==> src/rtl/event_counter_p.sv <==
// ---------------------------------------------------------------------------
// event_counter_p
//
// Counts rising edges of an asynchronous level input after synchronising it
// into the clk domain. The count runs 0..MAX_COUNT, up or down, and either
// wraps or saturates at the boundaries. A parallel load overrides counting.
//
// Ports
//   clk       system clock, rising-edge active
//   rst       synchronous reset, active-high
//   i         asynchronous event input; each rising edge is one event
//   en        count enable; events seen while low are discarded
//   up_dn     1 = count up, 0 = count down (value in the event cycle counts)
//   load      parallel load strobe (beats any event in the same cycle)
//   load_val  value to load, clamped to MAX_COUNT
//   clr_ovf   clears the sticky overflow flag
//   count     current count, registered
//   evt       one-cycle pulse per rising edge of synchronised i (ignores en)
//   tc        registered one-cycle pulse after a boundary event
//   ovf       sticky overflow/underflow flag
// ---------------------------------------------------------------------------
module event_counter_p #(
   parameter int WIDTH       = 4,
   parameter int MAX_COUNT   = 2**WIDTH - 1,
   parameter int SYNC_STAGES = 2,
   parameter bit SATURATE    = 1'b0
) (
   input  logic             clk,
   input  logic             rst,
   input  logic             i,
   input  logic             en,
   input  logic             up_dn,
   input  logic             load,
   input  logic [WIDTH-1:0] load_val,
   input  logic             clr_ovf,
   output logic [WIDTH-1:0] count,
   output logic             evt,
   output logic             tc,
   output logic             ovf
);

   localparam logic [WIDTH-1:0] MAX_V = WIDTH'(MAX_COUNT);

   logic [SYNC_STAGES-1:0] sync_q;
   logic                   i_s;
   logic                   prev;

   logic [WIDTH-1:0]       count_nxt;
   logic                   tc_nxt;
   logic                   ovf_set;

   // Synchroniser chain and edge-history flop. The edge detector tracks i
   // regardless of en, so enabling mid-level never fabricates an event.
   // NOTE: sequential state uses non-blocking assignments so every flop
   // samples the pre-edge value of its neighbours, as real flops do.
   always_ff @(posedge clk) begin
      if (rst) begin
         sync_q <= '0;
         prev   <= 1'b0;
      end else begin
         sync_q <= {sync_q[SYNC_STAGES-2:0], i};
         prev   <= i_s;
      end
   end

   assign i_s = sync_q[SYNC_STAGES-1];
   assign evt = i_s & ~prev;

   // Next-count logic. Boundaries are compared against MAX_COUNT, not the
   // natural 2**WIDTH roll-over, so a non-power-of-two modulus works.
   // NOTE: every output of this block gets a default first, so no path
   // leaves a value unassigned and no latch can be inferred.
   always_comb begin
      count_nxt = count;
      tc_nxt    = 1'b0;
      ovf_set   = 1'b0;
      if (load) begin
         count_nxt = (load_val > MAX_V) ? MAX_V : load_val;
      end else if (en && evt) begin
         if (up_dn) begin
            if (count == MAX_V) begin
               tc_nxt    = 1'b1;
               ovf_set   = 1'b1;
               count_nxt = SATURATE ? count : '0;
            end else begin
               count_nxt = count + 1'b1;
            end
         end else begin
            if (count == '0) begin
               tc_nxt    = 1'b1;
               ovf_set   = 1'b1;
               count_nxt = SATURATE ? count : MAX_V;
            end else begin
               count_nxt = count - 1'b1;
            end
         end
      end
   end

   always_ff @(posedge clk) begin
      if (rst) begin
         count <= '0;
         tc    <= 1'b0;
         ovf   <= 1'b0;
      end else begin
         count <= count_nxt;
         tc    <= tc_nxt;
         // A boundary event on the same edge as clr_ovf leaves the flag set.
         if (ovf_set)
            ovf <= 1'b1;
         else if (clr_ovf)
            ovf <= 1'b0;
      end
   end

endmodule

==> config.mk <==
export PLATFORM = sky130hd
export DESIGN_NAME = event_counter_p
export DESIGN_NICKNAME = d
export VERILOG_FILES = /design/src/rtl/event_counter_p.sv
export SDC_FILE = /design/constraint.sdc
export NUM_CORES = 1
export LEC_CHECK = 0
export ABC_CLOCK_PERIOD_IN_PS = 3630
export BUFFER_PORTS_ARGS = -buffer_cell sky130_fd_sc_hd__buf_2
export CORE_MARGIN = 8
export CORE_UTILIZATION = 33
export CTS_BUF_LIST = sky130_fd_sc_hd__clkbuf_2
export DETAILED_ROUTE_END_ITERATION = 16
export GPL_TIMING_DRIVEN = 0
export PLACE_DENSITY = 0.59
export SLEW_MARGIN = 5
export SYNTH_ARGS = -nofsm -noshare
export SYNTH_HDL_FRONTEND = slang
export SYNTH_SLANG_ARGS = --single-unit
export TNS_END_PERCENT = 50
==> constraint.sdc <==
create_clock -name clk -period 3.63 [get_ports clk]
set_clock_uncertainty 0.2 [all_clocks]
set_input_delay 1.089 -clock clk [delete_from_list [all_inputs] [get_ports clk]]
set_output_delay 1.089 -clock clk [all_outputs]
set_load 0.01 [all_outputs]
### Word-level counts from Yosys, hierarchy flattened

Index checks and enable logic that the tools add are counted.

| word-level totals | value |
|---|---|
| bits in writable memories | 0 |
| register bits | 9 |
| output and inout bits | 7 |
| memories kept | 0 |
| input port bits | 11 |
| bits in latches | 0 |
| word-level logic and storage cells | 28 |
| ROM bits | 0 |

| cells by class | value |
|---|---|
| multiply operators | 0 |
| order comparisons | 1 |
| divide/modulo/power cells | 0 |
| mux-type cells | 13 |
| bitwise logic cells | 2 |
| reductions and logical operators | 4 |
| add/sub/neg operators | 2 |
| shift-type cells | 0 |
| equal/unequal tests | 1 |

Operator list:

| operator | count |
|---|---|
| $mux W4 | 6 |
| $mux W1 | 7 |
| $add A4 B1 Y4 const B | 1 |
| $eq A4 B4 Y1 const B | 1 |
| $gt A4 B4 Y1 const B | 1 |
| $logic_not A4 Y1 | 1 |
| $reduce_bool A2 Y1 | 2 |
| $sub A4 B1 Y4 const B | 1 |
| $and A1 B1 Y1 | 1 |
| $logic_and A1 B1 Y1 | 1 |
| $not A1 Y1 | 1 |

### Depth between registers and ports, before layout

| depth | value |
|---|---|
| depth after elaboration | 6 |
| depth in mapped cells | 6 |

### Worst setup path before layout

OpenSTA, ideal clock, no wires.

| path | value |
|---|---|
| kind | input port to flip-flop |
| from | input en |
| to | register count[2] |
| buffers on the path | 0 |
| arrival time | 1.701 ns |
| required time | 3.344 ns |
| stages on the path | 4 |
| setup time | 0.086 ns |
| setup slack | 1.644 ns |
| cells stage by stage | nand3b_1 > a21oi_1 > xnor2_1 > a211oi_1 |

| on the way | value |
|---|---|
| cells in the longest elaborated chain, start to end | 2 |

RTL lines:

| item | line | RTL |
|---|---|---|
| from (decl) | 31 | `input logic en,` |
| $logic_and A1 B1 Y1 | 79 | `end else if (en && evt) begin` |
| $reduce_bool A2 Y1 (no source line) | n/a |  |
| to (signal assigned) | 106 | `count <= count_nxt;` |
| to (decl) | 36 | `output logic [WIDTH-1:0] count,` |

Every way passes these cells.
A chain may end at the register's enable or synchronous reset.

### Worst setup path after layout

| path | value |
|---|---|
| from | register count[0] |
| to | output count[0] |

No word-level cell between the ends.

==> run summary <==
Setup slack, reg-to-reg: 2050 ps
Port Buf Inserts: 16
Post-layout min period: 2187 ps
Top post-synthesis cells by count: 9 x dfxtp_1, 6 x a21oi_1, 6 x nand2_1
Chip Height: 53.25 um
Fmax achieved: 457.3 MHz
Endpoints failing hold: 0
Setup WS pre-CTS: 1467 ps
Clock Sinks: 9
Area leader, netlist: dfxtp_1
Max Cap Viol: 0
CP max FO: 7
Drt drc: 0
IO Pins: 18
Post-synth top flop: dfxtp_1
Yosys warns: 0
Worst Path Arrival: 900 ps
Vias: 427
R2R Path Start: count[0]
# Post-CTS Setup Buffers: 0
Critical Path Sink Type: output port
Vias in the first global route: 370
Setup Viol. Count Final: 0
DR iter-0 viols: 2
Placed Instance Area: 556.8 sq um
Placed Cells: 86
Share of layout cells above drive strength 1: 29.33%
Post-DP HPWL: 787.9 um
Count leader, synth: dfxtp_1
Fin Setup TNS: 0 ps
Final net count: 89
Critical path's slowest cell: dfxtp_1
Tot GR Track Use: 7.675%
Worst-skew pair later-pin latency: 260 ps
Worst Path Buf+Inv: 1
Critical Path RT: 2340 ps
Pwr per Cell Area: 361.4 nW/um^2
CP max stage delay: 470 ps
Setup crit end: count[0]
Max-Slew Margin vs Limit: 76.28%
Crit. Startpoint: count[0]
CP Launch Type: flip-flop
Worst-margin pin slew: 355.9 ps
# resized after CTS: 0
Pin count of the biggest net entering global routing: 10
DR vias/cell: 4.744
Register area share after synthesis: 39.34%
Wire per inst: 11.16 um
Num rows: 13
CTS tree: done
Leak: 0.2764 nW
First-pass GRT wire length: 1.511 mm
RSZ-0062 raised after global routing: false
Delay-heaviest family, CP: flip-flops
Yosys cell types: 24
Pins Over Slew Limit: 0
Post-Syn Nets: 68
Die area: 2836 sq um
Post-synth top area share: 39.34%
Initial antenna violation count: 0
Mapped Area: 457.9 sq um
WP depth: 1
Area Overhead vs Synth: 25.96%
Final Cell Area: 576.8 sq um
Final WS setup: 1443 ps
Number of synthesized flops with an enable pin: 0
Grt ovf: 0
Area contributors post-synth: dfxtp_1 39%, a21oi_1 6.6%, ha_1 5.5%, nor2b_1 5.5%, nand2_1 4.9%
First drt pass iteration count: 4
Period Utilization, post-route: 60.25%
Number of diodes: 0
Starting density of the core: 35.19%
Status: finished clean
Final ANT Viol Nets: 0
Finished Layout Cells: 90
#FFs+latches synth: 9
Hold crit path type: reg -> reg
CTS max path bufs: 2
Synthesized instance count: 55
Cell breakdown of the critical path: buf_2
Routability cong.: 0.8262
Worst-path clk slew: 80 ps
Clock root buffer: clkbuf_2
Post-Route WL: 1.004 mm
CORE AREA: 1301 sq um
Peak supply drop: 0.0001367 V
Worst Setup Path Type: reg -> out
Worst flop-to-flop path endpoint: count[1]
R2R cell count: 6
Die X-Extent: 53.25 um
H-tree Lvls: 1
Syn avg cell area: 8.326 sq um
CTS Buf Count: 3
FFs w/ async S/R, synth: 0%
Hold buffers post-CTS: 0
[per-layer routing]
layer / share of wire, % / up-vias / global-route usage, %
met1: 45 / 175 / 7.619
met2: 43 / 17 / 10.74
met5: 0 / - / 0
met4: 2.7 / 0 / 6.303
met3: 9.3 / 5 / 5.322
li1: - / 230 / -
[how the worst min path moves through the flow]
| stage | from | end | slack, ps | depth (start not counted) |
|---|---|---|---|---|
| after floorplan | sync_q[0] | sync_q[1] | 210 | 1 |
| after global placement | sync_q[0] | sync_q[1] | 220 | 1 |
| after detailed placement | sync_q[0] | sync_q[1] | 230 | 1 |
| after CTS | sync_q[0] | sync_q[1] | 250 | 1 |
| after global routing | sync_q[0] | sync_q[1] | 260 | 1 |
| final | sync_q[0] | sync_q[1] | 240 | 1 |
[sequential cells by signal, summed over array words and instances, names as in the netlist]
| signal | count |
|---|---|
| prev | 1 |
| sync_q | 2 |
| tc | 1 |
| ovf | 1 |
| count | 4 |
[cells by family (layout without fill, tap and decap cells)]
family	after synthesis	count (layout)	share of synthesized area, %
AND/OR/NAND/NOR	20	20	21.86
multiplexers	1	1	2.186
buffers and inverters	6	26	4.918
flip-flops	9	9	39.34
adder cells (fa/ha/maj)	2	2	5.464
XOR/XNOR	3	3	5.739
AO/OA/AOI/OAI	14	14	20.49
[layout make-up]
class / count / area, sq um
Fill cell: 147 / 724.4
Multi-Input combinational cell: 40 / 255.2
Sequential cell: 9 / 180.2
Timing Repair Buffer: 16 / 80.08
Clock buffer: 4 / 20.02
Inverter: 5 / 18.77
Tap cell: 15 / 18.77
Buffer: 1 / 3.754
[where the power goes]
part           internal, mW  switching (mW)
Combinational        0.0170          0.0163
Clock                0.0292          0.0370
Sequential            0.103         0.00579
[layout by cell type, fill, tap and decap left out, types with 3 or more instances in the layout]
cell | synthesis | layout
inv_1 | 3 | 3
clkbuf_2 | 0 | 4
nand2_1 | 6 | 6
a21oi_1 | 6 | 6
nor2b_1 | 4 | 4
buf_2 | 0 | 16
nor2_1 | 5 | 5
dfxtp_1 | 9 | 9
[stage by stage]
step,power (mW),util (%),hold slack (ps)
finish,0.2085,44.33,241.6
global route,0.2200,44.33,258.5
CTS,0.2099,44.33,245.7
detailed placement,0.1448,42.79,225.6
global placement,0.1446,42.79,217.7
floorplan,0.1316,-,213.8
Note: power is estimated with default switching activity, not from simulation.
